## src/rtl/i2s_pkg.sv

```systemverilog
// Shared types and channel-length helpers for the I2S master sequencer.
package i2s_pkg;

    typedef enum logic [1:0] {
        ST_IDLE  = 2'd0,
        ST_RUN   = 2'd1,
        ST_DRAIN = 2'd2
    } state_e;

    localparam logic CHL_16 = 1'b0;
    localparam logic CHL_32 = 1'b1;

    function automatic logic [6:0] chlen(input logic chl);
        return (chl == CHL_32) ? 7'd32 : 7'd16;
    endfunction

    // Index of the last bit in a stereo frame (2*chlen - 1).
    function automatic logic [5:0] last_bit(input logic chl);
        logic [6:0] t;
        t = (chlen(chl) << 1) - 7'd1;
        return t[5:0];
    endfunction

endpackage

```

## src/rtl/i2s_clkdiv.sv

```systemverilog
// SCK half-period divider: toggles sck_o every div_i+1 enabled cycles and
// flags the cycle whose closing clk edge changes sck_o.
module i2s_clkdiv #(
    parameter int DIV_WIDTH = 16
) (
    input  logic                 clk_i,
    input  logic                 rst_i,
    input  logic                 clr_i,
    input  logic                 en_i,
    input  logic [DIV_WIDTH-1:0] div_i,
    output logic                 sck_o,
    output logic                 rise_o,
    output logic                 fall_o
);

    logic [DIV_WIDTH-1:0] cnt_q, cnt_d;
    logic                 sck_q, sck_d;
    logic                 hit;

    assign hit    = en_i && !clr_i && (cnt_q == div_i);
    assign rise_o = hit && !sck_q;
    assign fall_o = hit && sck_q;
    assign sck_o  = sck_q;

    always_comb begin
        cnt_d = cnt_q;
        sck_d = sck_q;
        if (clr_i) begin
            cnt_d = '0;
            sck_d = 1'b0;
        end else if (en_i) begin
            if (hit) begin
                cnt_d = '0;
                sck_d = ~sck_q;
            end else begin
                cnt_d = cnt_q + 1'b1;
            end
        end
    end

    always_ff @(posedge clk_i) begin
        if (rst_i) begin
            cnt_q <= '0;
            sck_q <= 1'b0;
        end else begin
            cnt_q <= cnt_d;
            sck_q <= sck_d;
        end
    end

endmodule

```

## src/rtl/i2s_mst_ctrl.sv

```systemverilog
// I2S master sequencer: generates SCK/WS, frame strobes and a frame counter,
// latching configuration only at frame boundaries and draining on disable.
module i2s_mst_ctrl
    import i2s_pkg::*;
#(
    parameter int DIV_WIDTH  = 16,
    parameter int FCNT_WIDTH = 16
) (
    input  logic                  clk_i,
    input  logic                  rst_i,
    input  logic                  en_i,
    input  logic [DIV_WIDTH-1:0]  div_i,
    input  logic                  chl_i,
    input  logic                  ws_pol_i,
    input  logic                  core_busy_i,
    output logic                  sck_o,
    output logic                  ws_o,
    output logic                  sck_rise_o,
    output logic                  sck_fall_o,
    output logic                  frame_start_o,
    output logic                  busy_o,
    output logic [FCNT_WIDTH-1:0] frame_cnt_o
);

    state_e                state_q, state_d;
    logic [DIV_WIDTH-1:0]  div_q, div_d;
    logic                  chl_q, chl_d;
    logic                  ws_pol_q, ws_pol_d;
    logic [5:0]            bit_cnt_q, bit_cnt_d;
    logic                  ws_q, ws_d;
    logic [FCNT_WIDTH-1:0] frame_cnt_q, frame_cnt_d;
    logic                  frame_start_q, frame_start_d;
    logic                  div_clr, sck_fall, frame_end;

    // The divider is held cleared in IDLE so SCK always restarts from a fresh low phase.
    assign div_clr = (state_q == ST_IDLE);

    i2s_clkdiv #(.DIV_WIDTH(DIV_WIDTH)) u_clkdiv (
        .clk_i  (clk_i),
        .rst_i  (rst_i),
        .clr_i  (div_clr),
        .en_i   (!div_clr),
        .div_i  (div_q),
        .sck_o  (sck_o),
        .rise_o (sck_rise_o),
        .fall_o (sck_fall)
    );

    assign frame_end     = sck_fall && (bit_cnt_q == last_bit(chl_q));
    assign sck_fall_o    = sck_fall;
    assign ws_o          = (state_q == ST_IDLE) ? ws_pol_i : ws_q;
    assign busy_o        = (state_q != ST_IDLE);
    assign frame_start_o = frame_start_q;
    assign frame_cnt_o   = frame_cnt_q;

    always_comb begin
        state_d       = state_q;
        div_d         = div_q;
        chl_d         = chl_q;
        ws_pol_d      = ws_pol_q;
        bit_cnt_d     = bit_cnt_q;
        ws_d          = ws_q;
        frame_cnt_d   = frame_cnt_q;
        frame_start_d = 1'b0;
        case (state_q)
            ST_IDLE: begin
                if (en_i) begin
                    state_d       = ST_RUN;
                    div_d         = div_i;
                    chl_d         = chl_i;
                    ws_pol_d      = ws_pol_i;
                    bit_cnt_d     = '0;
                    ws_d          = ws_pol_i;
                    frame_start_d = 1'b1;
                end
            end
            default: begin
                if (sck_fall) begin
                    if (frame_end) begin
                        bit_cnt_d     = '0;
                        frame_cnt_d   = frame_cnt_q + 1'b1;
                        div_d         = div_i;
                        chl_d         = chl_i;
                        ws_pol_d      = ws_pol_i;
                        ws_d          = ws_pol_i;
                        frame_start_d = 1'b1;
                    end else begin
                        bit_cnt_d = bit_cnt_q + 1'b1;
                        ws_d      = ({1'b0, bit_cnt_d} >= chlen(chl_q)) ^ ws_pol_q;
                    end
                end
                if (state_q == ST_RUN) begin
                    if (!en_i) state_d = ST_DRAIN;
                end else if (en_i) begin
                    state_d = ST_RUN;
                end else if (frame_end && !core_busy_i) begin
                    state_d       = ST_IDLE;
                    frame_start_d = 1'b0;
                end
            end
        endcase
    end

    always_ff @(posedge clk_i) begin
        if (rst_i) begin
            state_q       <= ST_IDLE;
            div_q         <= '0;
            chl_q         <= 1'b0;
            ws_pol_q      <= 1'b0;
            bit_cnt_q     <= '0;
            ws_q          <= 1'b0;
            frame_cnt_q   <= '0;
            frame_start_q <= 1'b0;
        end else begin
            state_q       <= state_d;
            div_q         <= div_d;
            chl_q         <= chl_d;
            ws_pol_q      <= ws_pol_d;
            bit_cnt_q     <= bit_cnt_d;
            ws_q          <= ws_d;
            frame_cnt_q   <= frame_cnt_d;
            frame_start_q <= frame_start_d;
        end
    end

endmodule

```

## config.mk

```make
export PLATFORM = sky130hd
export DESIGN_NAME = i2s_mst_ctrl
export DESIGN_NICKNAME = d
export VERILOG_FILES = /design/src/rtl/i2s_pkg.sv /design/src/rtl/i2s_clkdiv.sv /design/src/rtl/i2s_mst_ctrl.sv
export SDC_FILE = /design/constraint.sdc
export NUM_CORES = 1
export LEC_CHECK = 0
export CAP_MARGIN = 20
export CORE_MARGIN = 2
export CORE_UTILIZATION = 51
export DETAILED_ROUTE_END_ITERATION = 16
export PLACE_DENSITY_LB_ADDON = 0.12
export SLEW_MARGIN = 20
export SYNTH_ARGS = -nofsm -noshare
export SYNTH_HDL_FRONTEND = slang
export SYNTH_SLANG_ARGS = --single-unit
```

## constraint.sdc

```tcl
create_clock -name clk_i -period 4.6 [get_ports clk_i]
set_input_delay 0.46 -clock clk_i [delete_from_list [all_inputs] [get_ports clk_i]]
set_output_delay 0.46 -clock clk_i [all_outputs]
set_load 0.01 [all_outputs]
```

==> flow_metrics.py, run 1 <==
metrics = {
    "outcome": {
        "status": "complete, no violations",
    },
    "worst_setup_path": {
        "worst_ep_arrival_time_ps": 2510,
        "crit_buf_inv": 2,
        "r2r_setup_slack_ps": 2030,
        "cpMaxStageDelayCell": "clkdlybuf4s50_1",
        "cp_max_fo": 8,
        "start_kind": "flop",
        "required_ps": 4140,
        "crit_end": "sck_fall_o",
        "path_cells": "xor2_2, nor4_4, and4_1, nand3_1, inv_1, clkdlybuf4s50_1",
        "crit_type": "flop to primary output",
        "critPathLaunch": "u_clkdiv.cnt_q[7]",
        "crit_path_end_kind": "primary output",
        "path_delay_family": "simple AND/OR/NAND/NOR gates",
        "cp.depth": 6,
        "slowest_delay_ps": 530,
        "r2r_cells": 6,
        "rr_startpoint": "bit_cnt_q[0]",
        "rr_endpoint": "frame_cnt_o[5]",
    },
    "cts": {
        "clock_path_buffers": 2,
        "clk_pin_slew_ps": 60,
        "cts-buffers-inserted": 9,
        "cts-root-buf": "clkbuf_8",
        "cts_setup_buffers": 0,
        "clk_latency_ps": 350,
        "cts_tree": "done",
        "cts_resized": 0,
        "htree_levels": 3,
        "hold_buffers": 0,
        "clock_sinks": 61,
    },
    "routing": {
        "first_pass_iters": 5,
        "routed_wl_um": 6110,
        "wl_per_cell_um": 13.5,
        "drc": 0,
        "postRouteAntennaNets": 0,
        "first_iter_violations": 162,
        "vias": 2431,
        "avgViaCountPerCell": 5.39,
    },
    "floorplanning": {
        "pin_count": 44,
        "start_util_pct": 52.9,
        "die_area_sq_um": 6370,
        "placementRows": 27,
        "coreArea_sq_um": 5540,
        "die_x_um": 79.8,
        "die_h_um": 79.8,
    },
    "sta": {
        "setup-tns-final_ps": 0,
        "hold_ws_ps": 486,
        "rsz0062_at_grt": "false",
        "min_period_ps": 2970,
        "setup_viol": 0,
        "period_share_pct": 64.5,
        "hold_violations": 0,
        "maxSlewViolCount": 0,
        "max_freq_ghz": 0.337,
        "clock_skew_ps": 9.22,
        "worstMarginPinSlew_ps": 600,
        "slew_headroom_pct": 59.9,
    },
    "place": {
        "portBuffers": 43,
        "gp_congestion": 0.822,
        "placed_cell_area_sq_um": 3410,
        "dpl.hpwl_um": 4410,
        "placedCellCount": 436,
    },
    "global_routing": {
        "grt_overflow": 0,
        "grt_pass1_vias": 2259,
        "antenna_found_initial": 0,
        "grt_max_degree": 31,
        "grt_use_total_pct": 21.6,
        "grt_pass1_wl_um": 10500,
    },
    "cells_and_area": {
        "final_area_sq_um": 3610,
        "final_nets": 403,
        "final_util_pct": 65.2,
        "n_antenna_cell": 0,
        "drive_gt1_share_pct": 7.65,
        "area_delta_synth_final_pct": 23.3,
        "instances_no_fill": 451,
    },
    "yosys": {
        "synth_ff_type": "dfxtp_1",
        "syn_area_sq_um": 2930,
        "syn_area_per_cell_sq_um": 8.91,
        "ys_seq_elements": 61,
        "yosysWarnings": 0,
        "synth_fp_nets": 357,
        "netlist-cell-type-count": 41,
        "synth-async-reset-ratio_pct": 0,
        "syn_inst": 329,
        "seq_area_frac_synth_pct": 41.7,
        "synth_edf_count": 0,
    },
    "flow_run": {
        "cap_viol_max_count": 0,
    },
    "power": {
        "irDropWorstVdd_v": 0.000294,
        "power.density_nw_per_um2": 314,
        "leakagePower_nw": 1.34,
    },
    "hold_path": {
        "min_path_type": "flop to flop",
    },
}
-- sequential cells by signal (all words and copies together) (netlist names) --
name and count:
u_clkdiv.sck_o 1, bit_cnt_q 6, chl_q 1, ws_pol_q 1
state_q 2, div_q 16, frame_cnt_o 16, ws_q 1
frame_start_o 1, u_clkdiv.cnt_q 16
-- placed cells by master (no fill, tap or decap), drive strengths merged, types with 3 or more instances in the layout --
| cell type | n |
|---|---|
| o31ai | 6 |
| mux2i | 18 |
| xor2 | 20 |
| and3 | 6 |
| nand3 | 19 |
| or3 | 9 |
| nor3 | 5 |
| xnor2 | 16 |
| and4 | 4 |
| inv | 11 |
| o21ai | 9 |
| nand2 | 20 |
| or4 | 6 |
| clkbuf | 11 |
| dfxtp | 61 |
| nand4 | 9 |
| nor2b | 3 |
| a21oi | 19 |
| ha | 6 |
| clkdlybuf4s50 | 43 |
| nor2 | 50 |
-- metrics by stage --
step                worst slack (ps)  total power [mW]
floorplan                       2300             0.628
global placement                2030             0.665
detailed placement              1980             0.667
CTS                             1610              1.15
global route                    1420              1.18
finish                          1630              1.14
-- worst min path at each step --
| stage | start | to | slack, ps | cells past startpoint |
|---|---|---|---|---|
| 2_1_floorplan | u_clkdiv.cnt_q[0] | u_clkdiv.cnt_q[0] | 450 | 1 |
| 3_3_place_gp | u_clkdiv.cnt_q[0] | u_clkdiv.cnt_q[0] | 460 | 1 |
| 3_5_place_dp | u_clkdiv.cnt_q[0] | u_clkdiv.cnt_q[0] | 480 | 1 |
| 4_1_cts | u_clkdiv.cnt_q[0] | u_clkdiv.cnt_q[0] | 490 | 1 |
| 5_1_grt | u_clkdiv.cnt_q[0] | u_clkdiv.cnt_q[0] | 530 | 1 |
| 6_report | u_clkdiv.cnt_q[0] | u_clkdiv.cnt_q[0] | 490 | 1 |
-- synthesized netlist by cell type (2+ instances only) --
cell / n / area share, %
buf_6: 2 / 0.77
mux2_2: 2 / 0.77
a21o_1: 2 / 0.51
xor2_1: 19 / 5.7
and4_1: 4 / 1.2
nor3_1: 5 / 0.85
mux2i_1: 18 / 6.1
and3_1: 6 / 1.3
o31ai_1: 6 / 1.5
o21ai_0: 8 / 1.4
nand2_1: 20 / 2.6
nand2b_1: 2 / 0.43
dfxtp_1: 61 / 42
or2_2: 2 / 0.43
xnor2_1: 16 / 4.8
nor2b_1: 3 / 0.64
a31o_2: 2 / 0.60
nand4b_1: 2 / 0.60
inv_1: 11 / 1.4
ha_1: 6 / 2.6
nand3_1: 19 / 3.2
nand4_1: 8 / 1.7
or3_1: 9 / 1.9
or4_1: 5 / 1.3
a21oi_1: 19 / 3.2
clkbuf_1: 7 / 0.90
a211oi_1: 2 / 0.51
nor2_1: 50 / 6.4
-- logic make-up (layout without fill, tap and decap cells) --
family,Yosys count,in the layout,share of synthesized area (%)
AO/OA/AOI/OAI,45,45,9.48
adder cells (fa/ha/maj),6,6,2.56
buffers and inverters,21,71,3.33
flip-flops,61,61,41.7
AND/OR/NAND/NOR,140,140,25.0
multiplexers,20,20,6.92
XOR/XNOR,36,36,11.0
-- metal layers --
layer  track usage [%]  share of wire [%]  up-vias
li1                  -                  -     1247
met1              26.5                 46     1119
met2              34.6                 47       52
met3              7.92                5.1       13
met4              8.31                1.8        0
met5                 0                  0        -
-- area by class of cell --
type,count,area [sq um]
clock inverter,4,47.5
inverter,11,41.3
tap,72,90.1
timing repair buffer,45,445
multi-input combinational,247,1620
sequential,61,1220
clock buffer,11,151
fill,499,1930
-- worst reg2reg max path, cell delays in order, from the launching register on --
cell	delay, ps
dfxtp_1	390
ha_1	200
nand3_1	190
nor3_1	460
nand3_1	480
or4_1	640
a21oi_1	140
-- power breakdown --
part	internal, mW	switching, mW	total (mW)
combinational	0.0507	0.0526	0.103
sequential	0.541	0.00948	0.551
clock	0.274	0.207	0.482
total	0.866	0.269	1.14
Note: power is estimated with default switching activity, not from simulation.
==> run 2, diff against run 1 <==
==> constraint.sdc (replaced) <==
create_clock -name clk_i -period 2.8 [get_ports clk_i]
set_input_delay 0.28 -clock clk_i [delete_from_list [all_inputs] [get_ports clk_i]]
set_output_delay 0.28 -clock clk_i [all_outputs]
set_load 0.01 [all_outputs]
==> run 2 against run 1 <==
  * Power increased by 55%
  * Setup slack got worse by 1500 ps
  * Sequential share of layout area is 0.11 points lower
  * Cell area increased by 0.52%
  * Wire length increased by 3.6%
  * Core utilization up 0.34 points
  * First-iteration DRC count shrank 28%
  * Non-clock buffer count increased by 4
  * Register-to-register slack worse by 1700 ps
  * Clock power grew 40%
  * Clock-buffer cell count is 1 higher
  * Final cell count grew 0.67%
  * Largest cell class unchanged
==> flow_metrics.py, run 2 (synthesis gave the netlist of run 1 again) <==
metrics = {
    "cts": {
        "cts_tree": "done",
        "cts_setup_buffers": 0,
        "clock_path_buffers": 2,
        "cts-root-buf": "clkbuf_8",
        "htree_levels": 3,
        "clk_pin_slew_ps": 60,
        "clock_sinks": 61,
        "clk_latency_ps": 340,
        "cts-buffers-inserted": 9,
    },
    "sta": {
        "period_share_pct": 95.6,
        "clock_skew_ps": 5.74,
        "rsz0062_at_grt": "false",
        "setup-tns-final_ps": 0,
        "worstMarginPinSlew_ps": 553,
        "setup_viol": 0,
        "hold_violations": 0,
        "min_period_ps": 2680,
        "maxSlewViolCount": 0,
        "max_freq_ghz": 0.373,
        "slew_headroom_pct": 62.8,
    },
    "worst_setup_path": {
        "path_delay_family": "simple AND/OR/NAND/NOR gates",
        "slowest_delay_ps": 540,
        "required_ps": 2520,
        "path_cells": "xor2_1, nor4_2, and4_4, nand2_1, nor2_2, clkdlybuf4s50_1",
        "crit_type": "flop to primary output",
        "cpMaxStageDelayCell": "clkdlybuf4s50_1",
        "worst_ep_arrival_time_ps": 2400,
        "cp_max_fo": 5,
        "start_kind": "flop",
        "crit_buf_inv": 1,
        "crit_path_end_kind": "primary output",
    },
    "cells_and_area": {
        "final_common_cell": "dfxtp_1",
        "area_delta_synth_final_pct": 23.9,
        "final_cell_mix": "59 x dfxtp_1, 48 x nor2_1, 43 x clkdlybuf4s50_1, 20 x nand2_1",
        "instances_no_fill": 454,
        "n_antenna_cell": 0,
        "drive_gt1_share_pct": 9.42,
        "final_nets": 407,
        "final_area_sq_um": 3630,
    },
    "power": {
        "irDropWorstVdd_v": 0.000340,
        "leakagePower_nw": 1.35,
        "power.density_nw_per_um2": 485,
        "power.total_mw": 1.76,
    },
    "place": {
        "placedCellCount": 440,
        "portBuffers": 43,
        "gp_congestion": 0.811,
        "dpl.hpwl_um": 4680,
        "placed_cell_area_sq_um": 3460,
    },
    "routing": {
        "maxUsedRoutingLayer": "met4",
        "first_pass_iters": 4,
        "vias": 2464,
        "avgViaCountPerCell": 5.43,
        "dr_wl_met3_um": 358,
        "postRouteAntennaNets": 0,
        "routed_wl_um": 6330,
        "first_iter_violations": 116,
        "route.met2.wl_um": 3060,
        "drc": 0,
        "wl_per_cell_um": 13.9,
        "wl_met1_um": 2810,
    },
    "floorplanning": {
        "die_x_um": 79.8,
        "die_area_sq_um": 6370,
        "start_util_pct": 52.9,
        "placementRows": 27,
        "pin_count": 44,
        "die_h_um": 79.8,
        "coreArea_sq_um": 5540,
    },
    "flow_run": {
        "cap_viol_max_count": 0,
    },
    "global_routing": {
        "grt_max_degree": 28,
        "grt_overflow": 0,
        "grt_use_total_pct": 22.1,
        "grt_pass1_wl_um": 10800,
        "grt_pass1_vias": 2332,
        "antenna_found_initial": 0,
    },
    "hold_path": {
        "min_path_type": "flop to flop",
    },
    "outcome": {
        "status": "complete, no violations",
    },
}
[run 2: cell count changes in the layout (fill, tap and decap cells not counted)]
cell        previous run  this run
clkinvlp_4             1         0
and4_4                 0         1
buf_4                  2         5
clkbuf_1               0         1
nor2_1                50        48
nor2_2                 0         2
bufinv_16              1         0
and4_1                 4         3
buf_12                 0         1
dfxtp_2                0         2
dfxtp_1               61        59
[run 2: area by class of cell]
| type | count | area [sq um] |
|---|---|---|
| timing repair buffer | 49 | 488 |
| clock buffer | 12 | 155 |
| fill | 487 | 1910 |
| clock inverter | 2 | 10.0 |
| inverter | 11 | 41.3 |
| sequential | 61 | 1220 |
| tap | 72 | 90.1 |
| multi-input combinational | 247 | 1620 |
[run 2: per-stage QoR]
| stage | hold WS [ps] | util (%) | worst slack, ps |
|---|---|---|---|
| 6_report | 491 | 65.5 | 122 |
| 4_1_cts | 496 | 65.4 | 19.9 |
| 5_1_grt | 524 | 65.5 | 33.6 |
| 3_3_place_gp | 475 | 62.4 | 319 |
| 3_5_place_dp | 481 | 62.4 | 328 |
| 2_1_floorplan | 353 | - | 504 |
[run 2: routing by layer]
layer | track usage [%] | vias to the layer above
li1 | - | 1255
met1 | 27.1 | 1146
met2 | 35.7 | 55
met3 | 7.24 | 8
met4 | 8.64 | 0
met5 | 0 | -
[run 2: final timing paths]
kind,start,cells past startpoint,slack (ps),to
setup / recovery,div_q[15],6,120,sck_rise_o
hold / removal,u_clkdiv.cnt_q[0],1,490,u_clkdiv.cnt_q[0]
setup reg to reg,bit_cnt_q[0],7,330,frame_cnt_o[14]
hold reg to reg,u_clkdiv.cnt_q[0],1,490,u_clkdiv.cnt_q[0]
[run 2: power by group]
group | leakage, nW | internal [mW] | total (mW) | switching, mW
combinational | 0.762 | 0.0894 | 0.180 | 0.0902
clock | 0.0881 | 0.357 | 0.677 | 0.320
sequential | 0.496 | 0.889 | 0.905 | 0.0158
[run 2: repair_timing]
action,in CTS,in global routing
hold buffers,0,0
setup endpoints to repair,1,1
resized for setup,1,5
cloned,0,0
pin swaps,0,1
[run 2: worst register-to-register path, delay by kind of cell, from the launching register on]
family,cells,cell delay (ps)
and+or+nand+nor,4,1460
DFF,1,390
AOI/OAI and AO/OA,2,280
adders and majority gates,1,220
==> run 3, diff against run 2 <==
--- a/config.mk
+++ b/config.mk
@@ -9,7 +9,7 @@
 export CORE_MARGIN = 2
 export CORE_UTILIZATION = 51
 export DETAILED_ROUTE_END_ITERATION = 16
-export PLACE_DENSITY_LB_ADDON = 0.12
+export PLACE_DENSITY = 0.82
 export SLEW_MARGIN = 20
 export SYNTH_ARGS = -nofsm -noshare
 export SYNTH_HDL_FRONTEND = slang
==> run 3 against run 2 <==
  * Clock skew is 3.1 ps higher
  * Final cell count grew 0.22%
  * Die area unchanged
  * Cell area grew 1.6%
  * Critical path depth stayed put
  * Register-to-register slack worse by 50 ps
  * Combinational power hardly changed
  * Hold slack worse by 7.6 ps
  * Setup slack got worse by 16 ps
  * Largest cell class unchanged
  * Largest power group unchanged
  * Highest routed layer unchanged
==> flow_metrics.py, run 3 (synthesis gave the netlist of run 1 again) <==
metrics = {
    "sta": {
        "period_share_pct": 96.2,
        "clock_skew_ps": 8.79,
        "maxSlewViolCount": 0,
        "hold_ws_ps": 484,
        "slew_headroom_pct": 67.2,
        "min_period_ps": 2690,
        "layout_setup_ws_ps": 106,
        "hold_violations": 0,
        "setup_viol": 0,
        "worstMarginPinSlew_ps": 488,
        "max_freq_ghz": 0.371,
    },
    "worst_setup_path": {
        "cp_max_fo": 5,
        "r2r_cells": 7,
        "path_cells": "xor2_1, nor4_2, and4_4, nand2_1, nor2_1, clkdlybuf4s50_1",
        "rr_endpoint": "frame_cnt_o[14]",
        "crit_path_end_kind": "primary output",
        "cpMaxStageDelayCell": "clkdlybuf4s50_1",
        "start_kind": "flop",
        "required_ps": 2520,
        "slowest_delay_ps": 540,
        "rr_startpoint": "bit_cnt_q[0]",
        "crit_buf_inv": 1,
        "worst_ep_arrival_time_ps": 2410,
        "crit_type": "flop to primary output",
        "path_delay_family": "simple AND/OR/NAND/NOR gates",
        "r2r_setup_slack_ps": 280,
    },
    "cells_and_area": {
        "final_cell_mix": "60 x dfxtp_1, 50 x nor2_1, 43 x clkdlybuf4s50_1, 20 x nand2_1",
        "final_area_sq_um": 3690,
        "final_nets": 407,
        "n_antenna_cell": 0,
        "drive_gt1_share_pct": 9.14,
        "area_delta_synth_final_pct": 25.9,
        "final_common_cell": "dfxtp_1",
    },
    "routing": {
        "vias": 2512,
        "first_pass_iters": 4,
        "avgViaCountPerCell": 5.52,
        "drc": 0,
        "wl_per_cell_um": 14.7,
        "first_iter_violations": 141,
        "postRouteAntennaNets": 0,
        "routed_wl_um": 6670,
    },
    "cts": {
        "cts_resized": 0,
        "cts_setup_buffers": 0,
        "hold_buffers": 0,
        "cts-root-buf": "clkbuf_8",
        "clk_latency_ps": 340,
        "htree_levels": 3,
        "clock_path_buffers": 2,
        "cts-buffers-inserted": 9,
        "cts_tree": "done",
        "clock_sinks": 61,
        "clk_pin_slew_ps": 70,
    },
    "floorplanning": {
        "die_h_um": 79.8,
        "pin_count": 44,
        "die_area_sq_um": 6370,
        "coreArea_sq_um": 5540,
        "die_x_um": 79.8,
        "placementRows": 27,
        "start_util_pct": 52.9,
    },
    "global_routing": {
        "antenna_found_initial": 0,
        "grt_max_degree": 23,
        "grt_pass1_wl_um": 11000,
        "grt_overflow": 0,
        "grt_pass1_vias": 2410,
        "grt_use_total_pct": 22.1,
    },
    "hold_path": {
        "min_path_type": "flop to flop",
        "hold_depth": 1,
        "hold_path.startpoint": "u_clkdiv.cnt_q[0]",
        "hold_path_end": "u_clkdiv.cnt_q[0]",
    },
    "place": {
        "dpl.hpwl_um": 4900,
        "portBuffers": 43,
        "pre_cts_slack_ps": 335,
        "gp_congestion": 0.803,
        "placed_cell_area_sq_um": 3460,
    },
    "power": {
        "irDropWorstVdd_v": 0.000314,
        "power.density_nw_per_um2": 534,
        "leakagePower_nw": 1.37,
    },
    "flow_run": {
        "cap_viol_max_count": 0,
    },
    "outcome": {
        "status": "complete, no violations",
    },
}
[run 3: cell count changes in the layout (fill, tap and decap cells not counted), moves of 2 or more]
cell       before  now
nor2_1         48   50
bufinv_16       0    2
clkinv_2        2    0
nor2_2          2    0
[run 3: worst max path at each step]
stage                                 end  depth (start not counted)  slack (ps)               start
final                          sck_rise_o                          6         110  u_clkdiv.cnt_q[10]
after floorplan                  div_q[8]                          9         500        bit_cnt_q[0]
after global routing           sck_rise_o                          6          -7  u_clkdiv.cnt_q[10]
after detailed placement  frame_cnt_o[14]                          7         330        bit_cnt_q[0]
after CTS                      sck_fall_o                          6           4   u_clkdiv.cnt_q[7]
after global placement         sck_fall_o                          6         410   u_clkdiv.cnt_q[7]
[run 3: where the power goes]
part           internal, mW  switching (mW)
Clock                 0.547           0.337
Sequential            0.889          0.0168
Combinational        0.0891          0.0909
[run 3: cell type report]
cell class | count | area (sq um)
clock inverters | 3 | 68.8
flip-flops and latches | 61 | 1220
well taps | 72 | 90.1
inverters | 11 | 41.3
fillers | 455 | 1850
multi-input cells | 247 | 1620
repair buffers | 49 | 488
clock buffers | 12 | 155
[run 3: through the flow]
stage | power (mW) | TNS, ps | utilization (%) | cells
after floorplan | 1.03 | 0 | - | 329
after global placement | 1.10 | 0 | 62.4 | 440
after detailed placement | 1.10 | 0 | 62.4 | 440
after CTS | 1.98 | 0 | 66.4 | 455
after global routing | 2.05 | -6.51 | 66.6 | 455
final | 1.97 | 0 | 66.6 | 455
[run 3: routing by layer]
layer | wire length (um) | vias up | track usage (%)
met5 | 0 | - | 0
met4 | 122 | 0 | 6.78
met3 | 347 | 18 | 7.35
met2 | 3430 | 64 | 39.2
met1 | 2770 | 1175 | 25.1
li1 | - | 1255 | -
==> patch 1 (config.mk and constraints of run 3) <==
`DIV_WIDTH` is set to 16 in 2 places; all go to 18.
--- a/src/rtl/i2s_clkdiv.sv
+++ b/src/rtl/i2s_clkdiv.sv
@@ -1,7 +1,7 @@
 // SCK half-period divider: toggles sck_o every div_i+1 enabled cycles and
 // flags the cycle whose closing clk edge changes sck_o.
 module i2s_clkdiv #(
-    parameter int DIV_WIDTH = 16
+    parameter int DIV_WIDTH = 18
 ) (
     input  logic                 clk_i,
     input  logic                 rst_i,
--- a/src/rtl/i2s_mst_ctrl.sv
+++ b/src/rtl/i2s_mst_ctrl.sv
@@ -3,7 +3,7 @@
 module i2s_mst_ctrl
     import i2s_pkg::*;
 #(
-    parameter int DIV_WIDTH  = 16,
+    parameter int DIV_WIDTH  = 18,
     parameter int FCNT_WIDTH = 16
 ) (
     input  logic                  clk_i,
Ports: changed (resized div_i); port bits go from 44 to 46. No check against the original RTL was run, so the function may have changed too.
==> patch 1 against run 3 <==
  * Area after synthesis is 2.9% higher
  * Non-clock buffer count is 5 higher
  * Register-to-register slack worse by 0.05 ns
  * Setup slack got worse by 0.030 ns
  * Design area increased by 1.7%
  * First-iteration DRC count shrank 36%
  * Count of clock-buffer cells in the layout up 1
  * Synthesized cell count up 3.3%
  * Sequential cell count up 4
  * Fmax shrank 1.1%
  * Routed wire length decreased by 3.2%
  * Combinational power grew 7%
  * Total power shrank 6.0%
  * Largest power group unchanged
  * Largest cell class unchanged
==> patch 1: results <==
group,metric,value,unit
setup_path,ff2ff_path_depth,8,
cts,clk_latency,0.33,ns
min_path,hold_path_depth,2,
setup_path,cp.arrival,2.44,ns
place,dp_hpwl,4740,um
global_route,grt_max_degree,43,
synth,yosysSeqAreaShare,43.2,%
layout,drive_above_1_share,7.83,%
setup_path,cp_max_fo,6,
synth,syn_nets,369,
routing,drt_iter0_drc,90,
routing,via_per_inst,5.49,
place,port_buffers,45,
synth,ys_types,38,
global_route,grt_pass1_vias,2415,
synth,synth_common_cells,"dfxtp_1, nor2_1, xnor2_1, a21oi_1, mux2i_1",
layout,num-nets-final,423,
min_path,holdPathEnd,"frame_cnt_o[15]",
setup_path,rrSetupSlack,0.23,ns
sta,worstMarginPinSlew,0.543,ns
sta,whs,0.489,ns
global_route,grt_pass1_wl,10600,um
synth,synthTopCellsByArea,"dfxtp_1, mux2i_1, nor2_1",
power_and_ir_drop,ir_worst_vdd,0.260,mV
global_route,grt_usage,21.3,%
power_and_ir_drop,power_leakage,1.41,nW
routing,routed_wl,6450,um
setup_path,rr_endpoint,"frame_cnt_o[15]",
min_path,hold_start,"frame_cnt_o[15]",
place,gp_congestion,0.830,
outcome,status,"finished, final reports clean",
layout,fillCellCount,467,
## patch 1: final cells by class
cell class / count / area [um^2] / area share, %
Inverter: 14 / 52.6 / 1.40
Sequential cell: 65 / 1300 / 34.7
Timing Repair Buffer: 54 / 518 / 13.8
Multi-Input combinational cell: 250 / 1620 / 43.1
Tap cell: 72 / 90.1 / 2.40
Clock buffer: 13 / 169 / 4.50
## patch 1: stage by stage
stage / cell area [um^2] / std cells / worst slack (ns)
6_report: 3750 / 468 / 0.0759
5_1_grt: 3750 / 468 / -0.0812
4_1_cts: 3740 / 467 / 0.0645
3_5_place_dp: 3570 / 454 / 0.123
3_3_place_gp: 3570 / 454 / 0.205
2_1_floorplan: 3010 / 340 / 0.518
## patch 1: layer usage
| layer | vias to the layer above | wire [um] | global-route usage [%] |
|---|---|---|---|
| li1 | 1296 | - | - |
| met1 | 1200 | 2810 | 25.2 |
| met2 | 66 | 3240 | 36.9 |
| met3 | 8 | 334 | 5.78 |
| met4 | 0 | 61 | 7.80 |
| met5 | - | 0 | 0 |
## patch 1: kinds of logic after synthesis
group / count (synthesis) / share of synthesized area (%)
muxes: 24 / 8.05
xor gates and xnor gates: 40 / 11.6
buffers and inverters: 25 / 3.28
DFF: 65 / 43.2
and+or+nand+nor: 134 / 22.5
AOI/OAI and AO/OA: 47 / 9.34
adders and majority gates: 5 / 2.08
## patch 1: where the power goes
part,internal [W],leakage (nW),total [W],switching (W)
registers,0.000949,0.528,0.000967,0.0000181
clock network,0.000380,0.0875,0.000691,0.000311
logic,0.0000971,0.792,0.000193,0.0000955
## patch 1: repair_timing
action | CTS | global route
buffers inserted | 0 | 1
pin swaps | 1 | 1
hold buffers | 0 | 0
resized for setup | 0 | 1
endpoints found under the setup margin | 1 | 3
cloned | 0 | 0
## patch 1: worst max-delay path by stage
stage	start	endpoint	cells after the start
finish	u_clkdiv.cnt_q[4]	sck_rise_o	6
CTS	u_clkdiv.cnt_q[12]	sck_rise_o	6
global placement	bit_cnt_q[0]	frame_cnt_o[15]	7
floorplan	bit_cnt_q[0]	frame_cnt_o[12]	7
global route	u_clkdiv.cnt_q[4]	sck_rise_o	6
detailed placement	bit_cnt_q[0]	frame_cnt_o[15]	7
## patch 1: critical path: cells and delay by family (launching register included)
kind / cells / cell delay [ns]
buffers and inverters: 1 / 0.56
AND/OR/NAND/NOR: 4 / 0.93
flip-flops: 1 / 0.45
XOR/XNOR: 1 / 0.17
==> patch 2 (flow settings as in run 3) <==
Made on the original files. The 3 states of `state_e` get a one-hot encoding in 3 bits.
--- a/src/rtl/i2s_pkg.sv
+++ b/src/rtl/i2s_pkg.sv
@@ -1,10 +1,10 @@
 // Shared types and channel-length helpers for the I2S master sequencer.
 package i2s_pkg;
 
-    typedef enum logic [1:0] {
-        ST_IDLE  = 2'd0,
-        ST_RUN   = 2'd1,
-        ST_DRAIN = 2'd2
+    typedef enum logic [2:0] {
+        ST_IDLE  = 3'b001,
+        ST_RUN   = 3'b010,
+        ST_DRAIN = 3'b100
     } state_e;
 
     localparam logic CHL_16 = 1'b0;
Function: same outputs for any inputs over 10 cycles, from zero or initial values and one cycle with rst_i high; not proved beyond that.
==> patch 2 against run 3 <==
  * Design area grew 2.1%
  * Core utilization fell by 2.2 points
  * Sequential cell count up 1
  * Highest routed layer unchanged
  * Setup slack better by 0.061 ns
  * Register-to-register slack worse by 0.05 ns
  * Final cell count up 2.2%
  * Area after synthesis up 3.7%
  * Routed wire length shrank 5.9%
  * Critical path type unchanged
  * Critical endpoint unchanged
  * Combinational power grew 23%
  * Total power up 3.1%
==> patch 2: results <==
group,metric,value,unit
synth,synth_common_cells,"dfxtp_1, nor2_1, mux2i_1, nand2_1, xnor2_1",
sta,worstMarginPinSlew,0.682,ns
routing,wl_met2,3230,um
outcome,status,"finished, final reports clean",
synth,ys_types,43,
routing,num_vias,2491,
place,dp_hpwl,4580,um
place,gp_congestion,0.893,
setup_path,rr_endpoint,"ws_q",
layout,num-nets-final,414,
setup_path,rrSetupSlack,0.23,ns
sta,skew,0.0111,ns
global_route,grt.met1_usage,23.8,%
setup_path,cp.arrival,2.35,ns
min_path,holdPathEnd,"bit_cnt_q[2]",
synth,yosysSeqAreaShare,40.8,%
routing,wl_met3,276,um
global_route,grt_use_met3,7.44,%
global_route,grt_pass1_wl,10800,um
setup_path,ff2ff_path_depth,10,
global_route,grt_usage,21.4,%
setup_path,crit_family,"buffers and inverters",
synth,synthTopCellsByArea,"dfxtp_1, nor2_1, mux2i_1",
global_route,grt_max_degree,29,
global_route,grt_pass1_vias,2437,
power_and_ir_drop,ir_worst_vdd,0.467,mV
## patch 2: area by class of cell
cell class,instances,area [um^2]
Sequential cell,62,1240
Inverter,7,26.3
Multi-Input combinational cell,257,1710
Tap cell,75,93.8
Fill cell,487,2090
Timing Repair Buffer,49,475
Clock inverter,3,67.6
Clock buffer,12,155
## patch 2: per-stage QoR
step / worst slack [ns] / hold WS (ns) / area [um^2] / instances / total power, W
global route: 0.0246 / 0.539 / 3760 / 465 / 0.00211
CTS: 0.128 / 0.499 / 3760 / 465 / 0.00205
detailed placement: 0.230 / 0.478 / 3540 / 450 / 0.00117
finish: 0.166 / 0.497 / 3760 / 465 / 0.00203
global placement: 0.361 / 0.460 / 3540 / 450 / 0.00116
floorplan: 0.455 / 0.358 / 3040 / 339 / 0.00108
## patch 2: power by group
group | switching, W | internal (W)
Sequential | 0.0000213 | 0.000905
Clock | 0.000338 | 0.000545
Combinational | 0.000111 | 0.000111
